<file path="src/rtl/instruction_decode_pipe.sv">
// Instruction decode stage: register file with WB write-through, MIPS-style
// control decode, load-use hazard detection, combinational jump redirect,
// and a registered ID/EX bundle toward the execute stage.
module instruction_decode_pipe #(
  parameter int B         = 32,  // data / instruction width (>= 32)
  parameter int W         = 5,   // register address bits
  parameter int BYPASS_EN = 1,   // forward same-cycle WB write to ID reads
  parameter int HAZARD_EN = 1    // enable load-use stall detection
) (
  input  logic         clk,
  input  logic         reset,
  input  logic         valid_in,
  input  logic [B-1:0] instruction,
  input  logic [B-1:0] pc_incrementado,
  input  logic         flush,
  input  logic         RegWrite,
  input  logic [W-1:0] address_write,
  input  logic [B-1:0] data_write,
  output logic         stall_out,
  output logic         jump_taken,
  output logic [B-1:0] pc_jump,
  output logic         valid_out,
  output logic [B-1:0] reg_data1,
  output logic [B-1:0] reg_data2,
  output logic [B-1:0] sgn_extend_data_imm,
  output logic [W-1:0] rt,
  output logic [W-1:0] rd,
  output logic         wb_RegWrite_out,
  output logic         wb_MemtoReg_out,
  output logic         m_MemRead_out,
  output logic         m_MemWrite_out,
  output logic         m_Branch_out,
  output logic         m_BranchNot_out,
  output logic         ex_ALUSrc_out,
  output logic [5:0]   ex_ALUOp_out
);

  localparam int DEPTH = 1 << W;

  localparam logic [5:0] OP_RTYPE = 6'b000000;
  localparam logic [5:0] OP_J     = 6'b000010;
  localparam logic [5:0] OP_JAL   = 6'b000011;
  localparam logic [5:0] OP_BEQ   = 6'b000100;
  localparam logic [5:0] OP_BNE   = 6'b000101;
  localparam logic [5:0] OP_LW    = 6'b100011;
  localparam logic [5:0] OP_SW    = 6'b101011;
  localparam logic [5:0] FN_JR    = 6'b001000;
  localparam logic [5:0] FN_JALR  = 6'b001001;
  localparam logic [5:0] FN_ADD   = 6'b100000;

  localparam logic [W-1:0] LINK_REG = W'(31);

  // Control bundle bit positions inside ctrl vectors
  localparam int C_REGWRITE  = 6;
  localparam int C_MEMTOREG  = 5;
  localparam int C_MEMREAD   = 4;
  localparam int C_MEMWRITE  = 3;
  localparam int C_BRANCH    = 2;
  localparam int C_BRANCHNOT = 1;
  localparam int C_ALUSRC    = 0;

  // ---------------------------------------------------------------------------
  // Instruction fields
  // ---------------------------------------------------------------------------
  logic [5:0]   op;
  logic [5:0]   func;
  logic [W-1:0] rs_addr;
  logic [W-1:0] rt_addr;
  logic [W-1:0] rd_addr;
  logic [B-1:0] imm_ext;

  assign op      = instruction[31:26];
  assign func    = instruction[5:0];
  assign rs_addr = W'(instruction[25:21]);
  assign rt_addr = W'(instruction[20:16]);
  assign rd_addr = W'(instruction[15:11]);
  assign imm_ext = {{(B-16){instruction[15]}}, instruction[15:0]};

  // ---------------------------------------------------------------------------
  // Register file
  // ---------------------------------------------------------------------------
  logic [B-1:0] rf_reg [DEPTH];

  // WB write port; register 0 is never written so it stays at its reset value
  always_ff @(posedge clk or posedge reset) begin
    if (reset) begin
      for (int i = 0; i < DEPTH; i++) begin
        rf_reg[i] <= '0;
      end
    end else if (RegWrite && (address_write != '0)) begin
      rf_reg[address_write] <= data_write;
    end
  end

  // Two asynchronous read ports: index 0 = rs, index 1 = rt
  logic [1:0][W-1:0] port_addr;
  logic [1:0][B-1:0] port_data;

  assign port_addr = {rt_addr, rs_addr};

  generate
    for (genvar gi = 0; gi < 2; gi++) begin : g_read_port
      logic bypass_hit;
      assign bypass_hit = (BYPASS_EN != 0) && RegWrite &&
                          (address_write == port_addr[gi]);
      assign port_data[gi] = (port_addr[gi] == '0) ? '0 :
                             bypass_hit            ? data_write :
                                                     rf_reg[port_addr[gi]];
    end
  endgenerate

  // ---------------------------------------------------------------------------
  // Control decode
  // ---------------------------------------------------------------------------
  logic [6:0]   dec_ctrl;
  logic [5:0]   dec_aluop;
  logic [W-1:0] dec_dest;
  logic         is_jump;
  logic         jump_from_reg;
  logic         is_link;
  logic         uses_rt;

  // Classify the opcode and produce the control word for the ID/EX bundle
  always_comb begin
    dec_ctrl      = '0;
    dec_aluop     = op;
    dec_dest      = rt_addr;
    is_jump       = 1'b0;
    jump_from_reg = 1'b0;
    is_link       = 1'b0;
    uses_rt       = 1'b0;
    case (op)
      OP_RTYPE: begin
        uses_rt   = 1'b1;
        dec_aluop = func;
        dec_dest  = rd_addr;
        if (func == FN_JR) begin
          is_jump       = 1'b1;
          jump_from_reg = 1'b1;
        end else if (func == FN_JALR) begin
          is_jump                = 1'b1;
          jump_from_reg          = 1'b1;
          is_link                = 1'b1;
          dec_ctrl[C_REGWRITE]   = 1'b1;
        end else begin
          dec_ctrl[C_REGWRITE]   = 1'b1;
        end
      end
      OP_J: begin
        is_jump = 1'b1;
      end
      OP_JAL: begin
        is_jump              = 1'b1;
        is_link              = 1'b1;
        dec_ctrl[C_REGWRITE] = 1'b1;
        dec_dest             = LINK_REG;
      end
      OP_LW: begin
        dec_ctrl[C_MEMREAD]  = 1'b1;
        dec_ctrl[C_MEMTOREG] = 1'b1;
        dec_ctrl[C_ALUSRC]   = 1'b1;
        dec_ctrl[C_REGWRITE] = 1'b1;
      end
      OP_SW: begin
        uses_rt              = 1'b1;
        dec_ctrl[C_MEMWRITE] = 1'b1;
        dec_ctrl[C_ALUSRC]   = 1'b1;
      end
      OP_BEQ: begin
        uses_rt            = 1'b1;
        dec_ctrl[C_BRANCH] = 1'b1;
      end
      OP_BNE: begin
        uses_rt               = 1'b1;
        dec_ctrl[C_BRANCHNOT] = 1'b1;
      end
      default: begin
        if (op[5:3] == 3'b001) begin
          // addi .. lui: immediate ALU ops writing rt
          dec_ctrl[C_ALUSRC]   = 1'b1;
          dec_ctrl[C_REGWRITE] = 1'b1;
        end else begin
          // Unknown opcode behaves as a NOP
          dec_aluop = '0;
        end
      end
    endcase
    // Link instructions compute pc_incrementado + 4 in EX
    if (is_link) begin
      dec_aluop = FN_ADD;
    end
  end

  // Operand selection: link instructions substitute the return-address inputs
  logic [B-1:0] operand1;
  logic [B-1:0] operand2;

  assign operand1 = is_link ? pc_incrementado : port_data[0];
  assign operand2 = is_link ? {{(B-3){1'b0}}, 3'd4} : port_data[1];

  // ---------------------------------------------------------------------------
  // Jump redirect (combinational toward IF)
  // ---------------------------------------------------------------------------
  assign pc_jump    = jump_from_reg ? port_data[0]
                                    : {pc_incrementado[B-1:28], instruction[25:0], 2'b00};
  assign jump_taken = valid_in && is_jump && !stall_out && !flush;

  // ---------------------------------------------------------------------------
  // Load-use hazard detection against the load sitting in ID/EX
  // ---------------------------------------------------------------------------
  logic         valid_reg;
  logic [6:0]   ctrl_reg;
  logic [5:0]   aluop_reg;
  logic [W-1:0] rt_reg;

  generate
    if (HAZARD_EN != 0) begin : g_hazard
      assign stall_out = valid_reg && ctrl_reg[C_MEMREAD] && (rt_reg != '0) &&
                         ((rt_reg == rs_addr) || ((rt_reg == rt_addr) && uses_rt));
    end else begin : g_no_hazard
      assign stall_out = 1'b0;
    end
  endgenerate

  // ---------------------------------------------------------------------------
  // ID/EX register
  // ---------------------------------------------------------------------------
  logic         valid_next;
  logic [6:0]   ctrl_next;
  logic [5:0]   aluop_next;
  logic         load_data;

  // Flush beats stall; either one turns this cycle's load into a bubble
  always_comb begin
    valid_next = valid_in;
    ctrl_next  = dec_ctrl;
    aluop_next = dec_aluop;
    load_data  = 1'b1;
    if (flush || stall_out) begin
      valid_next = 1'b0;
      ctrl_next  = '0;
      aluop_next = '0;
      load_data  = 1'b0;
    end
  end

  // Valid and control half of ID/EX; bubbles clear it
  always_ff @(posedge clk or posedge reset) begin
    if (reset) begin
      valid_reg <= 1'b0;
      ctrl_reg  <= '0;
      aluop_reg <= '0;
    end else begin
      valid_reg <= valid_next;
      ctrl_reg  <= ctrl_next;
      aluop_reg <= aluop_next;
    end
  end

  logic [B-1:0] data1_reg;
  logic [B-1:0] data2_reg;
  logic [B-1:0] imm_reg;
  logic [W-1:0] dest_reg;

  // Data half of ID/EX; held across bubbles since EX ignores it then
  always_ff @(posedge clk or posedge reset) begin
    if (reset) begin
      data1_reg <= '0;
      data2_reg <= '0;
      imm_reg   <= '0;
      rt_reg    <= '0;
      dest_reg  <= '0;
    end else if (load_data) begin
      data1_reg <= operand1;
      data2_reg <= operand2;
      imm_reg   <= imm_ext;
      rt_reg    <= rt_addr;
      dest_reg  <= dec_dest;
    end
  end

  assign valid_out           = valid_reg;
  assign reg_data1           = data1_reg;
  assign reg_data2           = data2_reg;
  assign sgn_extend_data_imm = imm_reg;
  assign rt                  = rt_reg;
  assign rd                  = dest_reg;
  assign wb_RegWrite_out     = ctrl_reg[C_REGWRITE];
  assign wb_MemtoReg_out     = ctrl_reg[C_MEMTOREG];
  assign m_MemRead_out       = ctrl_reg[C_MEMREAD];
  assign m_MemWrite_out      = ctrl_reg[C_MEMWRITE];
  assign m_Branch_out        = ctrl_reg[C_BRANCH];
  assign m_BranchNot_out     = ctrl_reg[C_BRANCHNOT];
  assign ex_ALUSrc_out       = ctrl_reg[C_ALUSRC];
  assign ex_ALUOp_out        = aluop_reg;

endmodule
</file>
<file path="config.mk">
export PLATFORM = sky130hd
export DESIGN_NAME = instruction_decode_pipe
export DESIGN_NICKNAME = d
export VERILOG_FILES = /design/src/rtl/instruction_decode_pipe.sv
export SDC_FILE = /design/constraint.sdc
export NUM_CORES = 2
export LEC_CHECK = 0
export BUFFER_PORTS_ARGS = -buffer_cell sky130_fd_sc_hd__buf_4
export CORE_UTILIZATION = 30
export CTS_CLUSTER_DIAMETER = 120
export DETAILED_ROUTE_END_ITERATION = 7
export HOLD_SLACK_MARGIN = 0.08
export PLACE_DENSITY = 0.54
export SETUP_SLACK_MARGIN = 0.5
export SLEW_MARGIN = 20
export SYNTH_ARGS = -nofsm -noshare
export SYNTH_HDL_FRONTEND = slang
export SYNTH_SLANG_ARGS = --single-unit
</file>
<file path="constraint.sdc">
create_clock -name clk -period 39.3 [get_ports clk]
set_input_delay 7.86 -clock clk [delete_from_list [all_inputs] [get_ports clk]]
set_output_delay 7.86 -clock clk [all_outputs]
set_load 0.05 [all_outputs]
</file>
==> run summary <==
The flow ran to the end, and the final reports show no timing, DRC or antenna violations. The post-detailed-route wirelength per cell came out at 31.9 um. In this run the power density over the cells is 51.0 mW/mm^2. In this run the cell area of the synthesized design comes to 0.0593 sq mm. The worst register-to-register path has a setup slack of 35.96 ns. Of all cell types, the one taking the most synthesized area is sky130_fd_sc_hd__dfrtp_1. The share of the yosys chip area belonging to registers was 0.475. The logs give 39100 for the count of vias placed by the detailed router and 0 for the post-cts resize count. TritonCTS built the clock tree. Clock tree root driver cell: sky130_fd_sc_hd__clkbuf_16.

The worst setup path is launched from an input port. In this run the number of H-tree levels came out at 3. In the final layout, the multi-input gates occupy 0.0293 sq mm. After synthesis the netlist holds a flip-flop and latch count of 1127. The final antenna-violating net count is 0.

The fraction of synthesized cell area taken by the top area cell type was 0.475; the number of flip-flops in the largest register was 1024. The logs give 3 for the maximum root-to-sink buffer count and 12.47 ns for the arrival time at the worst endpoint. In this run the standard cell core region covers 0.196 sq mm. Synthesized area per cell: 14.5 sq um. Ranked by total cell area, the synthesized netlist is headed by sky130_fd_sc_hd__dfrtp_1 (48%), sky130_fd_sc_hd__mux2_2 (20%), sky130_fd_sc_hd__mux4_2 (18%).

The filler-free cell count of the finished design came out at 6823. The first global-routing pass estimated 312 mm of wire. Number of antenna violations at the first check in global routing: 10. The number of instances in the synthesized netlist was 4103; the clock-pin slew of the registers on the worst-case setup and hold paths was 0.06 ns. The count of pins over their slew limit was 0.

The path with the worst hold slack has its endpoint at rf_reg[1015]$_DFFE_PP0P_. Detailed placement ended at an HPWL of 126 mm. The tools report the number of distinct library cells after synthesis as 56. The tools report the DRC violation total after the first TritonRoute iteration as 3342. The number of nets handed over by synthesis was 4209.

The area growth from synthesis to layout was 13.9%; the die footprint was 0.200 sq mm. The filler cells instantiated in the layout total 18800. The average vias per placed instance is 5.74.

The number of hold violations in the final report was 0. The tools report the number of CTS-inserted buffers as 117. Most frequent standard cell in the layout excluding fill and tap cells: sky130_fd_sc_hd__dfrtp_1. For the pin with the worst max-slew slack, the measured transition is 1.43 ns.

The worst setup path category is input port to output pin. Summed over all layers, the routed wires come to 217 mm. The residual overflow from global routing was 0; the cell count after placement was 6607. Adding up every negative setup slack in the final design gives 0 ns.

Setup repair after global routing left no endpoint under its margin. The largest fanout on the critical path came out at 42. In this run the vertical extent of the chip is 447 um.

The worst slew margin relative to its limit came out at 0.0324. The post-CTS setup repair buffer count came out at 0. The minimum clock period works out to 20.33 ns. Data on the critical path is required at its endpoint by 31.44 ns. The highest attainable clock frequency is 49.2 MHz, and the number of cell rows is 162. The maximum clock skew at final layout came out at 0.0280 ns. The starting density of the core was 0.303. The capture point of the worst reg-to-reg path was sgn_extend_data_imm[12]$_DFFE_PP0P_. The worst-case IR drop observed on VDD is 0.0368 mV.

The logs give 0.217 for the total routing resource utilization after global routing and 0 for the number of endpoints failing setup at the final stage. The type of destination of the critical path is an output pin. The tools report the via count of the first global-routing pass as 40400. The worst hold path passes through 0 cells. The analysis attributes to cell leakage a power of 28.6 nW.

The tools report the startpoint of the most critical register-to-register path as rt[1]$_DFFE_PP0P_. At the later pin of the worst-skew pair, clock insertion delay measures 0.76 ns. During placement, the flow inserted port buffers numbering 259. The largest net degree at the start of global routing was 153.

Number of sinks handled by clock tree synthesis: 1127. The run gives 7 as the first-pass detailed-route iteration total. The number of hold buffers added after CTS was 0.

For the area occupied by registers, the log shows 0.0282 sq mm. Measured in cells, the most critical reg-to-reg path has a length of 8. After the last flow step, the layout net total stands at 4208. The I/O pin total came out at 260. Type of the worst min-delay path: register to register.

Measured along the x axis, the die boundary spans 447 um. The tools report the hold path startpoint as rf_reg[1015]$_DFFE_PP0P_. The final clock period utilization by the worst path is 0.517, and the count of synthesis-stage warnings from yosys is 0.

The async set-or-reset flop fraction in the synthesized netlist was 1.00; the routability-driven placement congestion ratio was 0.825. The detailed-route DRC error count was 0. The library cells used most frequently in the layout, excluding fill and tap cells, are sky130_fd_sc_hd__dfrtp_1 (1127), sky130_fd_sc_hd__mux2_2 (1063), sky130_fd_sc_hd__mux4_2 (479), sky130_fd_sc_hd__buf_4 (354), sky130_fd_sc_hd__o22ai_1 (130). The ratio of cells with drive above 1 in the final layout was 0.511. For this run, the leading register cell type out of synthesis is sky130_fd_sc_hd__dfrtp_1.

Max-cap violations in this run came to 0. The count of flip-flops with a built-in enable after synthesis works out to 0.
layer usage:
| layer | up-vias | track usage | wire length [um] |
|---|---|---|---|
| li1 | 15800 | - | - |
| met1 | 21400 | 0.271 | 87200 |
| met2 | 1452 | 0.357 | 106000 |
| met3 | 430 | 0.0359 | 12600 |
| met4 | 4 | 0.117 | 12100 |
| met5 | - | 0 | 26 |
synthesized netlist by cell type, types with 8 or more instances:
cell type                  count
sky130_fd_sc_hd__mux2_2     1063
sky130_fd_sc_hd__nand2_1     116
sky130_fd_sc_hd__buf_2       100
sky130_fd_sc_hd__a211o_1      16
sky130_fd_sc_hd__buf_1        58
sky130_fd_sc_hd__mux2_1       29
sky130_fd_sc_hd__o221ai_1     41
sky130_fd_sc_hd__nor2_1      139
sky130_fd_sc_hd__a31oi_1       9
sky130_fd_sc_hd__nor4_1       19
sky130_fd_sc_hd__xnor2_1      13
sky130_fd_sc_hd__dfrtp_1    1127
sky130_fd_sc_hd__o41ai_1      48
sky130_fd_sc_hd__nor3_1        9
sky130_fd_sc_hd__mux2i_1     126
sky130_fd_sc_hd__o21ai_0      61
sky130_fd_sc_hd__inv_1        12
sky130_fd_sc_hd__nand3_1       8
sky130_fd_sc_hd__mux4_2      479
sky130_fd_sc_hd__buf_4        25
sky130_fd_sc_hd__clkbuf_1    297
sky130_fd_sc_hd__a21oi_1      37
sky130_fd_sc_hd__o22ai_1     130
sky130_fd_sc_hd__a221o_1      16
sky130_fd_sc_hd__a221oi_1     31
worst max-delay path: stages:
cell and delay (ns):
sky130_fd_sc_hd__clkbuf_8 0.42, sky130_fd_sc_hd__buf_4 0.65, sky130_fd_sc_hd__buf_4 0.68, sky130_fd_sc_hd__xnor2_1 0.22
sky130_fd_sc_hd__nand4_1 0.25, sky130_fd_sc_hd__o21ai_4 0.20, sky130_fd_sc_hd__buf_4 0.48, sky130_fd_sc_hd__o21ai_0 0.23
sky130_fd_sc_hd__o41ai_1 0.95, sky130_fd_sc_hd__buf_4 0.35
cells by family after synthesis:
group                  synth area share
buffers and inverters            0.0355
multiplexers                      0.410
AO/OA/AOI/OAI                    0.0506
AND/OR/NAND/NOR                  0.0252
flip-flops                        0.475
XOR/XNOR                        0.00295
area by class of cell:
class                   count  area share
flip-flops and latches   1127       0.417
inverters                  13    0.000778
well taps                2624      0.0486
repair buffers            363      0.0415
multi-input cells        2480       0.434
clock buffers             172      0.0501
diodes                      7    0.000259
clock inverters            37     0.00750
report_power, final:
group	leakage (nW)	internal [W]	switching [W]
sequential	14.4	0.00138	0.000161
clock	1.90	0.000665	0.000493
combinational	12.3	0.000407	0.000347
worst max-delay path by stage:
stage / to / cells past startpoint / start / slack (ns)
6_report: pc_jump[19] / 10 / instruction[23] / 18.97
5_1_grt: pc_jump[29] / 9 / instruction[21] / 18.89
4_1_cts: pc_jump[29] / 9 / instruction[21] / 18.98
3_5_place_dp: pc_jump[29] / 9 / instruction[21] / 18.98
3_3_place_gp: pc_jump[24] / 9 / instruction[21] / 18.71
2_1_floorplan: ctrl_reg[0]$_DFF_PP0_ / 1 / reset / 15.89
stage by stage:
| stage | area [sq um] | hold slack, ns | util | setup slack [ns] | power, W |
|---|---|---|---|---|---|
| 2_1_floorplan | 59300 | 0.441 | - | 15.89 | 0.00208 |
| 3_3_place_gp | 63600 | 0.376 | 0.325 | 18.71 | 0.00229 |
| 3_5_place_dp | 63600 | 0.382 | 0.325 | 18.98 | 0.00231 |
| 4_1_cts | 67500 | 0.398 | 0.345 | 18.98 | 0.00347 |
| 5_1_grt | 67600 | 0.411 | 0.345 | 18.89 | 0.00359 |
| 6_report | 67600 | 0.394 | 0.345 | 18.97 | 0.00345 |
Note: power is estimated with default switching activity, not from simulation.
